[src/rtl/multicycle_control.sv]
// Multi-cycle sequencing control for the 16-bit SCRISC core: FETCH/DECODE/EXEC/MEM/WB
// with req/ready memory handshakes, a bounded wait counter and a sticky FAULT state.
module multicycle_control #(
    parameter int unsigned OPW     = 5,
    parameter int unsigned TIMEOUT = 16
) (
    input  logic           clk,
    input  logic           rst_n,
    input  logic [OPW-1:0] opcode,
    input  logic           cond_true,
    input  logic           imem_ready,
    input  logic           dmem_ready,
    output logic           imem_req,
    output logic           dmem_req,
    output logic           ir_write,
    output logic           pc_inc,
    output logic           pc_load,
    output logic [1:0]     ALUOp,
    output logic [2:0]     ALUB,
    output logic [2:0]     ImmOp,
    output logic           ALUSrc,
    output logic           Branch,
    output logic           Jump,
    output logic           MemRead,
    output logic           MemWrite,
    output logic           MemtoReg,
    output logic           RegWrite,
    output logic           retire,
    output logic           fault,
    output logic [2:0]     state
);
    localparam int unsigned CW = (TIMEOUT == 0) ? 1 : $clog2(TIMEOUT + 1);

    typedef enum logic [2:0] {
        S_RST    = 3'd0,
        S_FETCH  = 3'd1,
        S_DECODE = 3'd2,
        S_EXEC   = 3'd3,
        S_MEM    = 3'd4,
        S_WB     = 3'd5,
        S_FAULT  = 3'd7
    } state_t;

    state_t          cur;
    logic [4:0]      op;
    logic [CW-1:0]   wait_cnt;
    logic            is_r, is_jmp, is_ld, is_st, is_br, direct;
    logic            rsvd, timed_out, alu_drive;

    // Instruction class decode from the registered opcode only
    always_comb begin
        is_r   = (op == 5'b11111);
        is_jmp = (op == 5'b00000) || (op[4:2] == 3'b010);
        is_ld  = (op[4:2] == 3'b001);
        is_st  = (op[4:2] == 3'b110);
        is_br  = (op[4:3] == 2'b10);
        direct = (op[4:2] == 3'b000);
    end

    assign rsvd      = ((opcode >> 5) != '0);
    assign timed_out = (TIMEOUT != 0) && (wait_cnt == CW'(TIMEOUT - 1));
    assign alu_drive = (cur == S_EXEC) || (cur == S_MEM);
    assign state     = cur;

    // Counter clears on any cycle that does not keep waiting, so every FETCH/MEM entry starts at 0
    always_ff @(posedge clk) begin
        if (!rst_n) begin
            cur      <= S_RST;
            op       <= '0;
            wait_cnt <= '0;
        end else begin
            wait_cnt <= '0;
            case (cur)
                S_RST: cur <= S_FETCH;
                S_FETCH: begin
                    if (imem_ready)     cur <= S_DECODE;
                    else if (timed_out) cur <= S_FAULT;
                    else                wait_cnt <= wait_cnt + CW'(1);
                end
                S_DECODE: begin
                    op  <= opcode[4:0];
                    cur <= rsvd ? S_FAULT : S_EXEC;
                end
                S_EXEC: begin
                    if (is_br)                cur <= S_FETCH;
                    else if (is_ld || is_st)  cur <= S_MEM;
                    else                      cur <= S_WB;
                end
                S_MEM: begin
                    if (dmem_ready)     cur <= is_ld ? S_WB : S_FETCH;
                    else if (timed_out) cur <= S_FAULT;
                    else                wait_cnt <= wait_cnt + CW'(1);
                end
                S_WB:    cur <= S_FETCH;
                S_FAULT: cur <= S_FAULT;
                default: cur <= S_FAULT;
            endcase
        end
    end

    // State-qualified controls; only handshake completion and cond_true are sampled live
    always_comb begin
        imem_req = 1'b0;
        dmem_req = 1'b0;
        ir_write = 1'b0;
        pc_inc   = 1'b0;
        pc_load  = 1'b0;
        ALUOp    = 2'b00;
        ALUB     = 3'b000;
        ImmOp    = 3'b000;
        ALUSrc   = 1'b0;
        Branch   = 1'b0;
        Jump     = 1'b0;
        MemRead  = 1'b0;
        MemWrite = 1'b0;
        MemtoReg = 1'b0;
        RegWrite = 1'b0;
        retire   = 1'b0;
        fault    = (cur == S_FAULT);

        if (alu_drive) begin
            ALUOp  = {is_br | is_r, is_ld | is_r};
            ALUB   = {op[3], op[1], op[0]};
            ImmOp  = {direct & op[0], is_jmp | is_br, direct};
            ALUSrc = ~is_r;
        end

        case (cur)
            S_FETCH: begin
                imem_req = 1'b1;
                ir_write = imem_ready;
                pc_inc   = imem_ready;
            end
            S_EXEC: begin
                Branch  = is_br;
                Jump    = is_jmp;
                pc_load = is_jmp | (is_br & cond_true);
                retire  = is_br;
            end
            S_MEM: begin
                dmem_req = 1'b1;
                MemRead  = is_ld;
                MemWrite = is_st;
                retire   = is_st & dmem_ready;
            end
            S_WB: begin
                RegWrite = 1'b1;
                MemtoReg = is_ld;
                retire   = 1'b1;
            end
            default: ;
        endcase
    end
endmodule

[config.mk]
export PLATFORM = sky130hd
export DESIGN_NAME = multicycle_control
export DESIGN_NICKNAME = d
export VERILOG_FILES = /design/src/rtl/multicycle_control.sv
export SDC_FILE = /design/constraint.sdc
export NUM_CORES = 1
export LEC_CHECK = 0
export ABC_AREA = 1
export CELL_PAD_IN_SITES_DETAIL_PLACEMENT = 2
export CELL_PAD_IN_SITES_GLOBAL_PLACEMENT = 2
export CORE_MARGIN = 10
export CORE_UTILIZATION = 19
export CTS_CLUSTER_SIZE = 8
export DETAILED_ROUTE_END_ITERATION = 7
export GPL_ROUTABILITY_DRIVEN = 0
export PLACE_DENSITY_LB_ADDON = 0.1
export SYNTH_ARGS = -nofsm -noshare
export SYNTH_HDL_FRONTEND = slang
export SYNTH_SLANG_ARGS = --single-unit
[constraint.sdc]
create_clock -name clk -period 1 [get_ports clk]
set_input_delay 0.15 -clock clk [delete_from_list [all_inputs] [get_ports clk]]
set_output_delay 0.15 -clock clk [all_outputs]
set_load 0.1 [all_outputs]
==> results of run 1 <==
[Yosys cell counts (all sizes together)]
library cell and instances:
nor2 24, a21oi 10, ha 1, buf 2, dfxtp 13, nand3 11
nand2 26, nor3b 2, inv 21, o21ai 8, nor3 6
[per-stage QoR]
step,hold slack (ns),TNS (ns),cells,instance area (µm²)
CTS,0.479,-15.47,265,2310
detailed placement,0.453,-9.48,244,1930
global placement,0.442,-7.95,244,1930
floorplan,0.288,-22.20,124,1030
[cells by family after synthesis]
| family | after synthesis | share of synthesized area [%] |
|---|---|---|
| AOI/OAI and AO/OA | 18 | 11.0 |
| adders and majority gates | 1 | 1.53 |
| buffers and inverters | 23 | 12.0 |
| DFF | 13 | 31.9 |
| and+or+nand+nor | 69 | 43.6 |
[timing repair]
action                     in CTS
pin swaps                      21
setup endpoints to repair      38
cloned                          1
gates resized for setup        61
buffers inserted               16
==> flow_metrics.env, run 1 <==
export IMPL_synthesis_nets=135
export IMPL_synth_top_area_share_pct=31.9
export IMPL_syn_instance_count=124
export IMPL_die_w_um=85.5
export IMPL_synthTopCellsByArea="dfxtp_1 (32%), nand2_1 (11%), nor2_1 (9.2%)"
export IMPL_netlist_area_um2=816
export IMPL_status="aborted with a tool error"
export IMPL_worst_ep_kind="primary output"
export IMPL_crit_endpoint="ALUSrc"
export IMPL_cts_hold_buffers=0
export IMPL_die_y_um=85.5
export IMPL_clockBufferDepth=2
export IMPL_haltStage="global routing"
export IMPL_rows=23
export IMPL_yosysSeqAreaShare_pct=31.9
export IMPL_syn_area_per_cell_um2=6.58
export IMPL_antenna_found_initial=1
export IMPL_cts_root_buf="clkbuf_8"
export IMPL_ys_warn_count=0
export IMPL_htree_levels=1
export IMPL_dp_slack_ns=-0.446
export IMPL_numPortBuffers=34
export IMPL_cts_sinks=13
export IMPL_hpwlAfterDp_um=3110
export IMPL_synth_seq_cells=13
export IMPL_grt_max_degree=9
export IMPL_tool_error="[ERROR DPL-0033] detailed placement checks failed during check placement."
export IMPL_ys_types=18
export IMPL_cts_buffers=3
export IMPL_synth_top_area_cell="dfxtp_1"
export IMPL_initial_utilization_pct=20.0
export IMPL_io_pins=35
==> run 2, diff against run 1 <==
- CELL_PAD_IN_SITES_DETAIL_PLACEMENT: 2 -> unset
- CELL_PAD_IN_SITES_GLOBAL_PLACEMENT: 2 -> unset
- CORE_AREA: unset -> 10 10 71 73
- CORE_MARGIN: 10 -> unset
- CORE_UTILIZATION: 19 -> unset
- CTS_CLUSTER_SIZE: 8 -> unset
- DIE_AREA: unset -> 0 0 81 83
- PLACE_DENSITY_LB_ADDON: 0.1 -> 0.15
- clock period: 1 -> 1.3 ns (I/O delays scaled with it)
==> flow_metrics.env, run 2 <==
export IMPL_grt_setup_unrepaired="true"
export IMPL_wl_um=2860
export IMPL_clockBufferDepth=2
export IMPL_ys_flop_type="dfxtp_1"
export IMPL_initial_utilization_pct=22.5
export IMPL_cp_end_kind="primary output"
export IMPL_dp_slack_ns=-0.129
export IMPL_ys_types=18
export IMPL_netlist_area_um2=816
export IMPL_multiInputGateArea_um2=721
export IMPL_use_met3_pct=2.59
export IMPL_ys_warn_count=0
export IMPL_fin_skew_ns=0.00204
export IMPL_path_class="reg2out"
export IMPL_grt_max_degree=11
export IMPL_synthTopCellsByArea="dfxtp_1 (32%), nand2_1 (11%), nor2_1 (9.2%)"
export IMPL_finalHoldViolCount=0
export IMPL_io_pins=35
export IMPL_drt_initial_drc_count=34
export IMPL_syn_area_per_cell_um2=6.58
export IMPL_routed_via_density=4.21
export IMPL_rows=22
export IMPL_numPortBuffers=34
export IMPL_synth_top_area_cell="dfxtp_1"
export IMPL_maxCapViolCount=0
export IMPL_vdd_drop_max_mv=0.588
export IMPL_dp_cells=231
export IMPL_drc=0
export IMPL_slew_violations=0
export IMPL_core_um2=3630
export IMPL_clkTransAtPathRegs_ns=0.05
export IMPL_vias=1020
export IMPL_seq_area_um2=282
export IMPL_tritoncts="built"
export IMPL_synthesis_nets=135
export IMPL_final_setup_viol_count=22
export IMPL_htree_levels=1
export IMPL_synth_edf_count=0
export IMPL_violations="setup timing"
export IMPL_antenna_found_initial=0
export IMPL_fin_cells=242
export IMPL_grtUsageMet2_pct=15.6
export IMPL_drtPass1Iterations=4
export IMPL_cts_hold_buffers=0
export IMPL_track_usage_pct=8.75
export IMPL_synth_most_common_cell="nand2_1"
export IMPL_synth_top_area_share_pct=31.9
export IMPL_fin_crit_sh_pct=122
export IMPL_finalNetCount=206
export IMPL_min_path_type="reg2reg"
export IMPL_syn_instance_count=124
export IMPL_worst_pin_slew_ns=0.292
export IMPL_die_y_um=83
export IMPL_grt_busiest_layer="met2"
export IMPL_cts_root_buf="clkbuf_8"
export IMPL_cts_buffers=3
export IMPL_hpwlAfterDp_um=2460
export IMPL_worstPathRequired_ns=1.11
export IMPL_drive_gt1_share_pct=67.0
export IMPL_cts_sinks=13
export IMPL_dieArea_um2=6720
export IMPL_grt_pass1_wl_um=4910
export IMPL_status="finished with violations"
export IMPL_die_w_um=81
export IMPL_overflow=0
export IMPL_yosysSeqAreaShare_pct=31.9
export IMPL_slew_headroom_pct=80.5
export IMPL_syn_to_final_growth_pct=158
export IMPL_period_minus_slack_ns=1.59
export IMPL_max_freq_ghz=0.630
export IMPL_diodes=0
export IMPL_final_cell_mix="buf_12 (25), buf_4 (24), nand2_1 (15)"
export IMPL_whs_ns=0.440
export IMPL_mostFrequentLayoutCell="buf_12"
export IMPL_synth_seq_cells=13
export IMPL_setup_slack_ns=-0.288
export IMPL_powerDensity_nw_per_um2=804
export IMPL_synthArstFlopShare_pct=0
export IMPL_cp_start_kind="register"
export IMPL_critPathMaxFanout=8
export IMPL_wl_per_cell_um=11.8
export IMPL_insertion_delay_ns=0.24
export IMPL_leakagePower_nw=0.842
export IMPL_synthTopCellsByCount="nand2_1 (23), nor2_1 (20), inv_1 (17), dfxtp_1 (13), a21oi_1 (10)"
export IMPL_fillers=299
export IMPL_first_global_vias=1073
export IMPL_critPathArrivalTime_ns=1.39
export IMPL_use_met1_pct=9.07
export IMPL_antenna_left=0
==> run 2: cell counts after synthesis <==
Identical to the previous run, type by type.
==> run 2: area by class of cell <==
cell class                 count  area share (%)
timing repair buffer          68            42.2
clock buffer                   3            1.96
multi-input combinational     88            34.3
sequential                    13            13.4
clock inverter                 1           0.238
inverter                      21            5.12
tap                           48            2.86
==> run 2: repair_timing <==
item | CTS | global route
pin swaps | 11 | 15
endpoints found under the setup margin | 25 | 31
gates resized for setup | 29 | 23
setup buffers | 5 | 4
==> run 2: power by group <==
| part | switching (mW) | internal (mW) | total (mW) |
|---|---|---|---|
| clock network | 0.141 | 0.211 | 0.352 |
| registers | 0.0390 | 0.427 | 0.466 |
| logic | 0.527 | 0.346 | 0.872 |
| total | 0.707 | 0.984 | 1.69 |
==> run 2: through the flow <==
step / util (%) / cell area, µm² / power [mW] / setup TNS, ns
final: 57.9 / 2100 / 1.69 / -4.55
after global placement: 50.8 / 1840 / 1.25 / -0.624
after detailed placement: 50.8 / 1840 / 1.26 / -0.870
after CTS: 55.2 / 2010 / 1.67 / -4.96
after global routing: 57.9 / 2100 / 1.77 / -6.22
after floorplan: - / 1030 / 0.955 / -13.71
==> run 2: logic make-up after synthesis <==
group,Yosys count,share of synthesized area (%)
flip-flops,13,31.9
buffers and inverters,23,12.0
adder cells (fa/ha/maj),1,1.53
AND/OR/NAND/NOR,69,43.6
AO/OA/AOI/OAI,18,11.0
==> run 2: metal layers <==
| metal | part of all wire (%) | routed length [µm] | up-vias |
|---|---|---|---|
| li1 | - | - | 539 |
| met1 | 40 | 1160 | 458 |
| met2 | 53 | 1530 | 19 |
| met3 | 4.9 | 141 | 4 |
| met4 | 1.1 | 32 | 0 |
| met5 | 0 | 0 | - |
==> run 2: worst paths after layout <==
check / slack, ns / to / startpoint / depth (start not counted)
min: 0.44 / wait_cnt[0] / wait_cnt[0] / 1
min reg2reg: 0.44 / wait_cnt[0] / wait_cnt[0] / 1
max reg2reg: 0 / wait_cnt[0] / state[0] / 8
max: -0.29 / ImmOp[2] / state[0] / 7
==> run 2: worst max-delay path, stage by stage (launching register included) <==
cell and delay (ns):
dfxtp_4 0.38, nand2_4 0.07, nor2_4 0.13, inv_2 0.07, nand2_4 0.09, inv_8 0.07, nor3_4 0.15, buf_12 0.20
No activity file was read; power rests on OpenSTA's default activity.
==> run 3, diff against run 2 <==
- CORE_AREA: 10 10 71 73 -> 2 2 63 65
- DIE_AREA: 0 0 81 83 -> 0 0 65 67
- REMOVE_ABC_BUFFERS: unset -> 1
==> flow_metrics.env, run 3 (synthesized netlist as in run 2, its figures left out) <==
export IMPL_grt_max_degree=11
export IMPL_wl_per_cell_um=11.9
export IMPL_period_minus_slack_ns=1.57
export IMPL_cts_buffers=3
export IMPL_cp_end_kind="primary output"
export IMPL_powerDensity_nw_per_um2=809
export IMPL_grt_setup_unrepaired="true"
export IMPL_cp_start_kind="register"
export IMPL_final_setup_viol_count=22
export IMPL_vias=1046
export IMPL_leakagePower_nw=0.876
export IMPL_finish_utilization_pct=58.1
export IMPL_min_path_type="reg2reg"
export IMPL_cts_root_buf="clkbuf_8"
export IMPL_r2r_start="state[0]"
export IMPL_path_class="reg2out"
export IMPL_clkTransAtPathRegs_ns=0.06
export IMPL_htree_levels=1
export IMPL_io_pins=35
export IMPL_critPathArrivalTime_ns=1.38
export IMPL_final_cell_mix="buf_4 (27), buf_12 (25), nand2_1 (17)"
export IMPL_die_y_um=67
export IMPL_setup_slack_ns=-0.272
export IMPL_clockBufferDepth=2
export IMPL_mostFrequentLayoutCell="buf_4"
export IMPL_hpwlAfterDp_um=1950
export IMPL_startpoint="state[0]"
export IMPL_diodes=0
export IMPL_drt_initial_drc_count=31
export IMPL_syn_to_final_growth_pct=157
export IMPL_insertion_delay_ns=0.24
export IMPL_first_global_vias=1009
export IMPL_drtPass1Iterations=4
export IMPL_track_usage_pct=12.6
export IMPL_status="finished with violations"
export IMPL_finalHoldViolCount=0
export IMPL_initial_utilization_pct=22.6
export IMPL_max_freq_ghz=0.636
export IMPL_worst_pin_slew_ns=0.280
export IMPL_fin_crit_sh_pct=121
export IMPL_vdd_drop_max_mv=0.784
export IMPL_grt_pass1_wl_um=4350
export IMPL_antenna_left=0
export IMPL_critPathMaxFanout=8
export IMPL_cts_sinks=13
export IMPL_finalNetCount=209
export IMPL_overflow=0
export IMPL_fin_skew_ns=0.00706
export IMPL_core_um2=3610
export IMPL_slew_violations=0
export IMPL_drc=0
export IMPL_slew_headroom_pct=81.3
export IMPL_finalPower_mw=1.69
export IMPL_dieArea_um2=4360
export IMPL_fillers=298
export IMPL_die_w_um=65
export IMPL_antenna_found_initial=0
export IMPL_wl_um=2910
export IMPL_routed_via_density=4.27
export IMPL_worstPathRequired_ns=1.11
export IMPL_maxCapViolCount=0
export IMPL_rows=22
export IMPL_numPortBuffers=34
export IMPL_violations="setup timing"
export IMPL_tritoncts="built"
export IMPL_drive_gt1_share_pct=66.0
export IMPL_min_delay_start="wait_cnt[0]"
export IMPL_cts_hold_buffers=0
[run 3: cell types whose count changed in the layout (fill, tap and decap cells not counted), moves of 2 or more]
| cell | previous run | this run |
|---|---|---|
| buf_4 | 24 | 27 |
| nor2_2 | 2 | 6 |
| nor2_4 | 14 | 9 |
| nand2_1 | 15 | 17 |
| inv_4 | 2 | 4 |
| inv_1 | 8 | 10 |
| clkinvlp_4 | 3 | 0 |
[run 3: per-stage QoR]
stage | instance area [µm²] | setup WS, ns | hold slack, ns | TNS (ns) | instances
after floorplan | 797 | -2.82 | 0.333 | -48.54 | 122
after global placement | 1620 | -0.131 | 0.445 | -1.20 | 227
after detailed placement | 1620 | -0.190 | 0.453 | -1.74 | 227
after CTS | 1960 | -0.305 | 0.464 | -4.69 | 241
after global routing | 2090 | -0.327 | 0.460 | -5.64 | 245
final | 2090 | -0.272 | 0.441 | -4.41 | 245
[run 3: where the power goes]
part	internal, mW	total (mW)	switching, mW
clock network	0.215	0.346	0.131
registers	0.426	0.466	0.0396
logic	0.350	0.881	0.531
total	0.992	1.69	0.701
[run 3: final timing paths]
kind	end	slack [ns]	cells past startpoint
setup / recovery	ImmOp[2]	-0.27	7
hold / removal	wait_cnt[0]	0.44	1
setup reg to reg	wait_cnt[2]	0.02	8
hold reg to reg	wait_cnt[0]	0.44	1
[run 3: critical path, cell delays in order (launching register included)]
cell     delay, ns
dfxtp_4       0.39
nand2_4       0.07
nor2_4        0.14
inv_4         0.05
nand2_4       0.08
inv_8         0.06
nor3_4        0.14
buf_12        0.20
[run 3: cell type report]
cell class                      instances  area [µm²]  area share, %
Sequential cell                        13         284           13.6
Inverter                               21         101           4.84
Multi-Input combinational cell         88         697           33.3
Timing Repair Buffer                   71         906           43.3
Tap cell                               48        60.1           2.87
Clock buffer                            4        45.0           2.15
[run 3: routing by layer]
| layer | vias to the layer above | global-route usage (%) | share of wire [%] |
|---|---|---|---|
| met1 | 468 | 14.6 | 40 |
| li1 | 543 | - | - |
| met3 | 4 | 2.53 | 5.1 |
| met5 | - | 0 | 0 |
| met2 | 31 | 23.8 | 53 |
| met4 | 0 | 2.39 | 1.7 |
[run 3: what timing repair did]
| action | CTS | global route |
|---|---|---|
| endpoints found under the setup margin | 24 | 35 |
| gates resized for setup | 67 | 31 |
| pin swaps | 14 | 20 |
| cloned | 0 | 0 |
| setup buffers | 10 | 7 |
